$ cat src/rtl/fifo_port_arbiter_if.sv
// fifo_port_arbiter_if: write-port handshakes, burst-read control and FIFO status/strobes
// shared between requesters, the arbiter and the FIFO datapath.
interface fifo_port_arbiter_if #(
    parameter int DATA_W = 4,
    parameter int LEN_W  = 4
);
    logic              req0, req1, ack0, ack1;
    logic [DATA_W-1:0] data0, data1, fifo_wdata;
    logic              rd_req, rd_busy, rd_done;
    logic [LEN_W-1:0]  rd_len, rd_count;
    logic              fifo_full, fifo_empty, fifo_we, fifo_rd, last_grant;

    modport master (
        output req0, data0, req1, data1, rd_req, rd_len, fifo_full, fifo_empty,
        input  ack0, ack1, rd_busy, rd_done, rd_count, fifo_we, fifo_wdata, fifo_rd, last_grant
    );

    modport slave (
        input  req0, data0, req1, data1, rd_req, rd_len, fifo_full, fifo_empty,
        output ack0, ack1, rd_busy, rd_done, rd_count, fifo_we, fifo_wdata, fifo_rd, last_grant
    );
endinterface

$ cat src/rtl/fifo_port_arbiter.sv
// fifo_port_arbiter: round-robin arbitration of the FIFO write port between two requesters
// and a one-entry-per-clock burst read sequencer for a single consumer.
module fifo_port_arbiter #(
    parameter int DATA_W = 4,
    parameter int LEN_W  = 4
) (
    input logic               clk,
    input logic               rst_n,
    fifo_port_arbiter_if.slave port_if
);
    typedef enum logic [1:0] {IDLE, BURST, DONE} rd_state_e;

    rd_state_e        state_q, state_d;
    logic [LEN_W-1:0] rem_q, rem_d, cnt_q, cnt_d;
    logic             rr_q, last_q, gnt0, gnt1;

    // Grants are gated by rst_n so the write strobes stay low while reset is held.
    assign gnt0 = rst_n & ~port_if.fifo_full & port_if.req0 & (~port_if.req1 | ~rr_q);
    assign gnt1 = rst_n & ~port_if.fifo_full & port_if.req1 & (~port_if.req0 | rr_q);

    assign port_if.ack0       = gnt0;
    assign port_if.ack1       = gnt1;
    assign port_if.fifo_we    = gnt0 | gnt1;
    assign port_if.fifo_wdata = gnt1 ? port_if.data1 : port_if.data0;
    assign port_if.last_grant = last_q;
    assign port_if.rd_count   = cnt_q;

    always_ff @(posedge clk or negedge rst_n) begin
        if (!rst_n) begin
            rr_q    <= 1'b0;
            last_q  <= 1'b0;
            state_q <= IDLE;
            rem_q   <= '0;
            cnt_q   <= '0;
        end else begin
            if (gnt0 | gnt1) begin
                rr_q   <= gnt0;
                last_q <= gnt1;
            end
            state_q <= state_d;
            rem_q   <= rem_d;
            cnt_q   <= cnt_d;
        end
    end

    always_comb begin
        state_d         = state_q;
        rem_d           = rem_q;
        cnt_d           = cnt_q;
        port_if.rd_busy = state_q == BURST;
        port_if.rd_done = state_q == DONE;
        port_if.fifo_rd = (state_q == BURST) & ~port_if.fifo_empty;
        if (state_q == IDLE && port_if.rd_req && |port_if.rd_len) begin
            state_d = BURST;
            rem_d   = port_if.rd_len;
            cnt_d   = '0;
        end else if (state_q == BURST) begin
            // An empty FIFO ends the burst early, keeping the partial count.
            state_d = (port_if.fifo_empty || rem_q == LEN_W'(1)) ? DONE : BURST;
            rem_d   = port_if.fifo_empty ? rem_q : rem_q - LEN_W'(1);
            cnt_d   = port_if.fifo_empty ? cnt_q : cnt_q + LEN_W'(1);
        end else if (state_q == DONE) begin
            state_d = IDLE;
        end
    end
endmodule

$ cat src/flat_wrapper.sv
// flat-port wrapper written by rule: the top's interface ports become plain ports
module fifo_port_arbiter_flat 
#(
    parameter int DATA_W = 4,
    parameter int LEN_W  = 4
)
  (clk, rst_n, port_if_req0, port_if_data0, port_if_req1, port_if_data1, port_if_rd_req, port_if_rd_len, port_if_fifo_full, port_if_fifo_empty, port_if_ack0, port_if_ack1, port_if_rd_busy, port_if_rd_done, port_if_rd_count, port_if_fifo_we, port_if_fifo_wdata, port_if_fifo_rd, port_if_last_grant);
  fifo_port_arbiter_if #(.DATA_W(DATA_W), .LEN_W(LEN_W)) port_if_i ();
  input logic clk;
  input logic rst_n;
  input wire logic [$bits(port_if_i.req0)-1:0] port_if_req0;
  input wire logic [$bits(port_if_i.data0)-1:0] port_if_data0;
  input wire logic [$bits(port_if_i.req1)-1:0] port_if_req1;
  input wire logic [$bits(port_if_i.data1)-1:0] port_if_data1;
  input wire logic [$bits(port_if_i.rd_req)-1:0] port_if_rd_req;
  input wire logic [$bits(port_if_i.rd_len)-1:0] port_if_rd_len;
  input wire logic [$bits(port_if_i.fifo_full)-1:0] port_if_fifo_full;
  input wire logic [$bits(port_if_i.fifo_empty)-1:0] port_if_fifo_empty;
  output wire logic [$bits(port_if_i.ack0)-1:0] port_if_ack0;
  output wire logic [$bits(port_if_i.ack1)-1:0] port_if_ack1;
  output wire logic [$bits(port_if_i.rd_busy)-1:0] port_if_rd_busy;
  output wire logic [$bits(port_if_i.rd_done)-1:0] port_if_rd_done;
  output wire logic [$bits(port_if_i.rd_count)-1:0] port_if_rd_count;
  output wire logic [$bits(port_if_i.fifo_we)-1:0] port_if_fifo_we;
  output wire logic [$bits(port_if_i.fifo_wdata)-1:0] port_if_fifo_wdata;
  output wire logic [$bits(port_if_i.fifo_rd)-1:0] port_if_fifo_rd;
  output wire logic [$bits(port_if_i.last_grant)-1:0] port_if_last_grant;
  assign port_if_i.req0 = port_if_req0;
  assign port_if_i.data0 = port_if_data0;
  assign port_if_i.req1 = port_if_req1;
  assign port_if_i.data1 = port_if_data1;
  assign port_if_i.rd_req = port_if_rd_req;
  assign port_if_i.rd_len = port_if_rd_len;
  assign port_if_i.fifo_full = port_if_fifo_full;
  assign port_if_i.fifo_empty = port_if_fifo_empty;
  assign port_if_ack0 = port_if_i.ack0;
  assign port_if_ack1 = port_if_i.ack1;
  assign port_if_rd_busy = port_if_i.rd_busy;
  assign port_if_rd_done = port_if_i.rd_done;
  assign port_if_rd_count = port_if_i.rd_count;
  assign port_if_fifo_we = port_if_i.fifo_we;
  assign port_if_fifo_wdata = port_if_i.fifo_wdata;
  assign port_if_fifo_rd = port_if_i.fifo_rd;
  assign port_if_last_grant = port_if_i.last_grant;
  fifo_port_arbiter #(.DATA_W(DATA_W), .LEN_W(LEN_W)) u_core (.clk(clk), .rst_n(rst_n), .port_if(port_if_i));
endmodule
$ cat config.mk
export PLATFORM = sky130hd
export DESIGN_NAME = fifo_port_arbiter_flat
export DESIGN_NICKNAME = d
export VERILOG_FILES = /design/src/rtl/fifo_port_arbiter_if.sv /design/src/rtl/fifo_port_arbiter.sv /design/src/flat_wrapper.sv
export SDC_FILE = /design/constraint.sdc
export NUM_CORES = 1
export LEC_CHECK = 0
export CORE_MARGIN = 4
export CORE_UTILIZATION = 30
export CTS_BUF_LIST = sky130_fd_sc_hd__clkbuf_16
export DETAILED_ROUTE_END_ITERATION = 10
export MAX_ROUTING_LAYER = met4
export PLACE_DENSITY_LB_ADDON = 0.12
export SYNTH_ARGS = -nofsm -noshare
export SYNTH_HDL_FRONTEND = slang
export SYNTH_SLANG_ARGS = --single-unit
$ cat constraint.sdc
create_clock -name clk -period 3 [get_ports clk]
set_input_delay 0.6 -clock clk [delete_from_list [all_inputs] [get_ports clk]]
set_output_delay 0.6 -clock clk [all_outputs]
set_load 0.01 [all_outputs]
Yosys cells after proc, flatten, opt, wreduce, memory -nomap -nowiden
Index checks and enable logic that the tools add are counted.

storage, ports and cells
  bits in registers = 12
  input port bits = 19
  output and inout port bits = 15
  word-level logic and storage cells = 44

cells by class
  add/sub/neg operators = 2
  equal/unequal tests = 4
  mux-type cells = 11
  bitwise logic cells = 14
  reductions and logical operators = 8

operators with widths
  cell                                                  count
  two-way mux 4 bit                                     7
  two-way mux 2 bit                                     4
  bitwise AND 1 bit                                     6
  inverter 1 bit                                        5
  adder 4 x 1 -> 4 bit (second input constant)          1
  equality test 4 x 1 -> 1 bit (second input constant)  1
  OR reduction 4 bit                                    1
  subtractor 4 x 1 -> 4 bit (second input constant)     1
  bitwise OR 1 bit                                      3
  nonzero test 3 bit                                    1
  equality test 2 x 1 -> 1 bit (second input constant)  1
  equality test 2 bit (second input constant)           1
  logical AND 1 bit                                     2
  logical NOT 2 bit                                     1
  != test 2 x 1 -> 1 bit (second input constant)        1
  AND reduction 2 bit                                   1
  nonzero test 2 bit                                    1
  logical OR 1 bit                                      1

Longest topological paths before layout
  word-level depth = 5
  depth in mapped cells = 5
  depth with buffers taken out = 5

Worst setup path before layout
No wires, ideal clock.

  path kind = input -> output
  start point = in port_if_fifo_full
  end point = out port_if_fifo_wdata[0]
  arrival = 1.618 ns
  data required time = 2.400 ns
  setup slack = 0.782 ns
  stages on the path = 3
  buffers on the path = 0
  cell sequence = nand3b_1 -> a21oi_1 -> mux2_2

on the way
  word-level cells in the longest chain between the ends = 5

ends and longest elaborated chain
  element                         line                     source
  from (decl)                     flat_wrapper.sv:17       input wire logic [$bits(port_if_i.fifo_full)-1:0] port_if_fifo_full;
  inverter 1 bit                  fifo_port_arbiter.sv:19  assign gnt1 = rst_n & ~port_if.fifo_full & port_if.req1 & (~port_if.req0 | rr_q);
  bitwise AND 1 bit (3 in a row)  fifo_port_arbiter.sv:19
  net port_if_ack1                flat_wrapper.sv:20       output wire logic [$bits(port_if_i.ack1)-1:0] port_if_ack1;
  two-way mux 4 bit               fifo_port_arbiter.sv:24  assign port_if.fifo_wdata = gnt1 ? port_if.data1 : port_if.data0;
  to (decl)                       flat_wrapper.sv:25       output wire logic [$bits(port_if_i.fifo_wdata)-1:0] port_if_fifo_wdata;

The timed path passes the listed nets, and every way through them passes these cells.

Worst setup path in the final report
  start point = in rst_n
  end point = out port_if_fifo_wdata[1]

on the way
  word-level cells in the longest chain between the ends = 4

ends and longest elaborated chain
  element                         line                     source
  from (decl)                     flat_wrapper.sv:10       input logic rst_n;
  bitwise AND 1 bit (3 in a row)  fifo_port_arbiter.sv:19
  two-way mux 4 bit               fifo_port_arbiter.sv:24

No other way between the ends.

==> results.cfg <==
[global_routing]
gr-usage-met3_pct = 3.02
antenna_found_initial = 0
grt_met1_usage_pct = 14.1
grt_first_pass_wirelength_mm = 2.92
number_of_global_route_vias_before_repair = 655
top_usage_layer = met2
gr-total-overflow = 0
grt_start_max_net_pins = 13
grtUsageMet2_pct = 19.6
gr-usage-all-layers_pct = 11.9

[clock_tree]
tritoncts.num_buffers = 3
clk-insertion-delay-late_ns = 0.23
numClockSinks = 12
post_cts.resized_instances = 0
postCtsSetupRepairBufs = 0
hold_buffers = 0
clock_tree.root_cell = clkbuf_16
htree_levels = 1
clock_path_buffers = 2
clk_pin_slew_worst_paths_ns = 0.04
tritoncts = yes

[power]
report.power.total_uw = 878
power_density_nw_per_um2 = 750
ir_drop_uv = 474
power.static_leakage_nw = 0.515

[logic_synthesis]
synth_largest_area_cell = dfrtp_1
netlist-cell-type-count = 29
summed_instance_area_of_the_synthesized_netlist_um2 = 684
post_synth_most_frequent_cells = dfrtp_1 (12), inv_1 (6), o21ai_0 (6)
dominantRegCellSynth = dfrtp_1
number_of_flops_mapped_to_enable_cells_by_yosys = 0
postSynthCellCount = 69
synth_largest_type_area_fraction_pct = 43.9
synth-async-reset-ratio_pct = 100
syn_area_per_cell_um2 = 9.92
ys_seq_elements = 12
synth-seq-area-share_pct = 43.9
cell_with_the_most_instances_after_synthesis = dfrtp_1
largest_cells_by_area_after_synthesis = dfrtp_1 (44%), mux2_2 (6.6%), ha_1 (5.5%)
ys_warn_count = 0
postSynthNetCount = 91

[finish]
drive_above_1_share_pct = 12.6
nFillCells = 200
ff_latch_area_um2 = 300
design.final.nets = 134
area_growth_syn_to_layout_pct = 71.1
antenna_cells = 0
multi_input_logic_area_um2 = 353

[drt]
count_of_vias_placed_by_the_detailed_router = 669
detail_route.wl_per_cell_um = 12.1
drt_first_pass_iters = 4
drcViolationCount = 0
drtAntennaViolNets = 0
drt_iter0_markers = 12
vias_per_cell = 4.81
total_detailed_routing_wirelength_mm = 1.69

[worst_setup_path]
worst-endpoint-required_ns = 2.40
setup.worst_path.end_class = output port
critical_path_arrival_ns = 2.32
timing.critical_path.fanout_max = 6
worst_setup_path_start_kind = primary input
critPathKind = primary input to output port
reg2regPathDepth = 4

[sta]
achievable-frequency_ghz = 0.343
min_period_over_period_pct = 97.3
min_period_ns = 2.92
final_setup_skew_ns = 0.000773
finalSetupViolations = 0
drv_slew = 0
headroom_to_the_max_slew_limit_pct = 77.6
grt_setup_unrepaired = false
setup_tns_ns = 0
report.final.hold_viol_count = 0
worst-slew-pin-transition_ns = 0.336

[placed_design]
place_hpwl_mm = 1.40
place.gp.congestion = 0.781
numPortBuffers = 33

[die]
floorplan.io_pins = 34
area_of_the_core_um2 = 2190
horizontal_die_dimension_um = 55.8
fp-row-count = 17
initial_utilization_pct = 31.2
area_of_the_die_um2 = 3110
die-height_um = 55.8

[outcome]
run_status = complete, no violations

[min_path]
depth_of_the_worst_hold_timing_path = 1
holdCritPathClass = register to register

[run]
cap_violations = 0
## registers in the layout, summed over array words and instances (netlist names)
signal / count
u_core.rem_q: 4
u_core.port_if.rd_count: 4
u_core.rr_q: 1
u_core.port_if.last_grant: 1
u_core.state_q: 2
## kinds of logic (layout without fill, tap and decap cells)
family                   Yosys count  count (layout)  share of synthesized area (%)
XOR/XNOR                           1               1                           1.28
AND/OR/NAND/NOR                   18              18                           15.0
multiplexers                       4               4                           6.58
AO/OA/AOI/OAI                     23              23                           23.2
flip-flops                        12              12                           43.9
adder cells (fa/ha/maj)            3               3                           5.49
buffers and inverters              8              50                           4.57
## critical path, cell delays in order
cell and delay (ns):
clkdlybuf4s50_1 0.51, nand3b_1 0.11, a21oi_1 0.13, buf_4 0.16, mux2_2 0.32, clkdlybuf4s50_1 0.49
## per-stage QoR
stage	cells	hold WS (ns)	area [um^2]	util [%]	setup WS [ns]
2_1_floorplan	69	0.304	684	-	0.782
3_3_place_gp	135	0.477	1090	49.7	0.0620
3_5_place_dp	135	0.516	1090	49.7	0.0689
4_1_cts	139	0.527	1170	53.3	0.0673
5_1_grt	139	0.532	1170	53.5	0.00968
6_report	139	0.511	1170	53.5	0.0816
## power by group
part           internal, mW  switching (mW)  total [mW]
Sequential            0.224          0.0623       0.286
Combinational         0.203           0.152       0.355
Clock                 0.175          0.0621       0.237
Total                 0.601           0.277       0.878
## layer usage
| layer | routed length [um] | vias to the layer above |
|---|---|---|
| li1 | - | 341 |
| met1 | 776 | 310 |
| met2 | 815 | 16 |
| met3 | 87 | 2 |
| met4 | 9 | 0 |
| met5 | 0 | - |
## final timing paths
check                                                   to  slack [ns]                       from
max in group asynchronous                  u_core.rem_q[1]        2.01                      rst_n
worst min-delay path             u_core.port_if.last_grant        0.51  u_core.port_if.last_grant
worst max register to register  u_core.port_if.rd_count[3]        1.40          u_core.state_q[1]
worst max-delay path                 port_if_fifo_wdata[1]        0.08                      rst_n
worst min register to register   u_core.port_if.last_grant        0.51  u_core.port_if.last_grant
min in group asynchronous                      u_core.rr_q        0.85                      rst_n
## cell usage in the layout, fill, tap and decap left out, types with 3 or more instances in the layout
| cell type | instances |
|---|---|
| clkdlybuf4s50_1 | 32 |
| dfrtp_1 | 12 |
| inv_1 | 6 |
| o21ai_0 | 6 |
| buf_4 | 6 |
| nand2_1 | 5 |
| mux2_2 | 4 |
| a21oi_1 | 3 |
| a21o_1 | 3 |
| ha_1 | 3 |
| clkbuf_16 | 3 |
## layout make-up
type                    instances  share of cell area (%)
flip-flops and latches         12                    25.6
repair buffers                 39                    32.3
clock inverters                 1                   0.321
inverters                       7                    2.24
clock buffers                   3                    6.41
multi-input cells              49                    30.1
well taps                      28                    2.99
(Power assumes the default switching activity.)
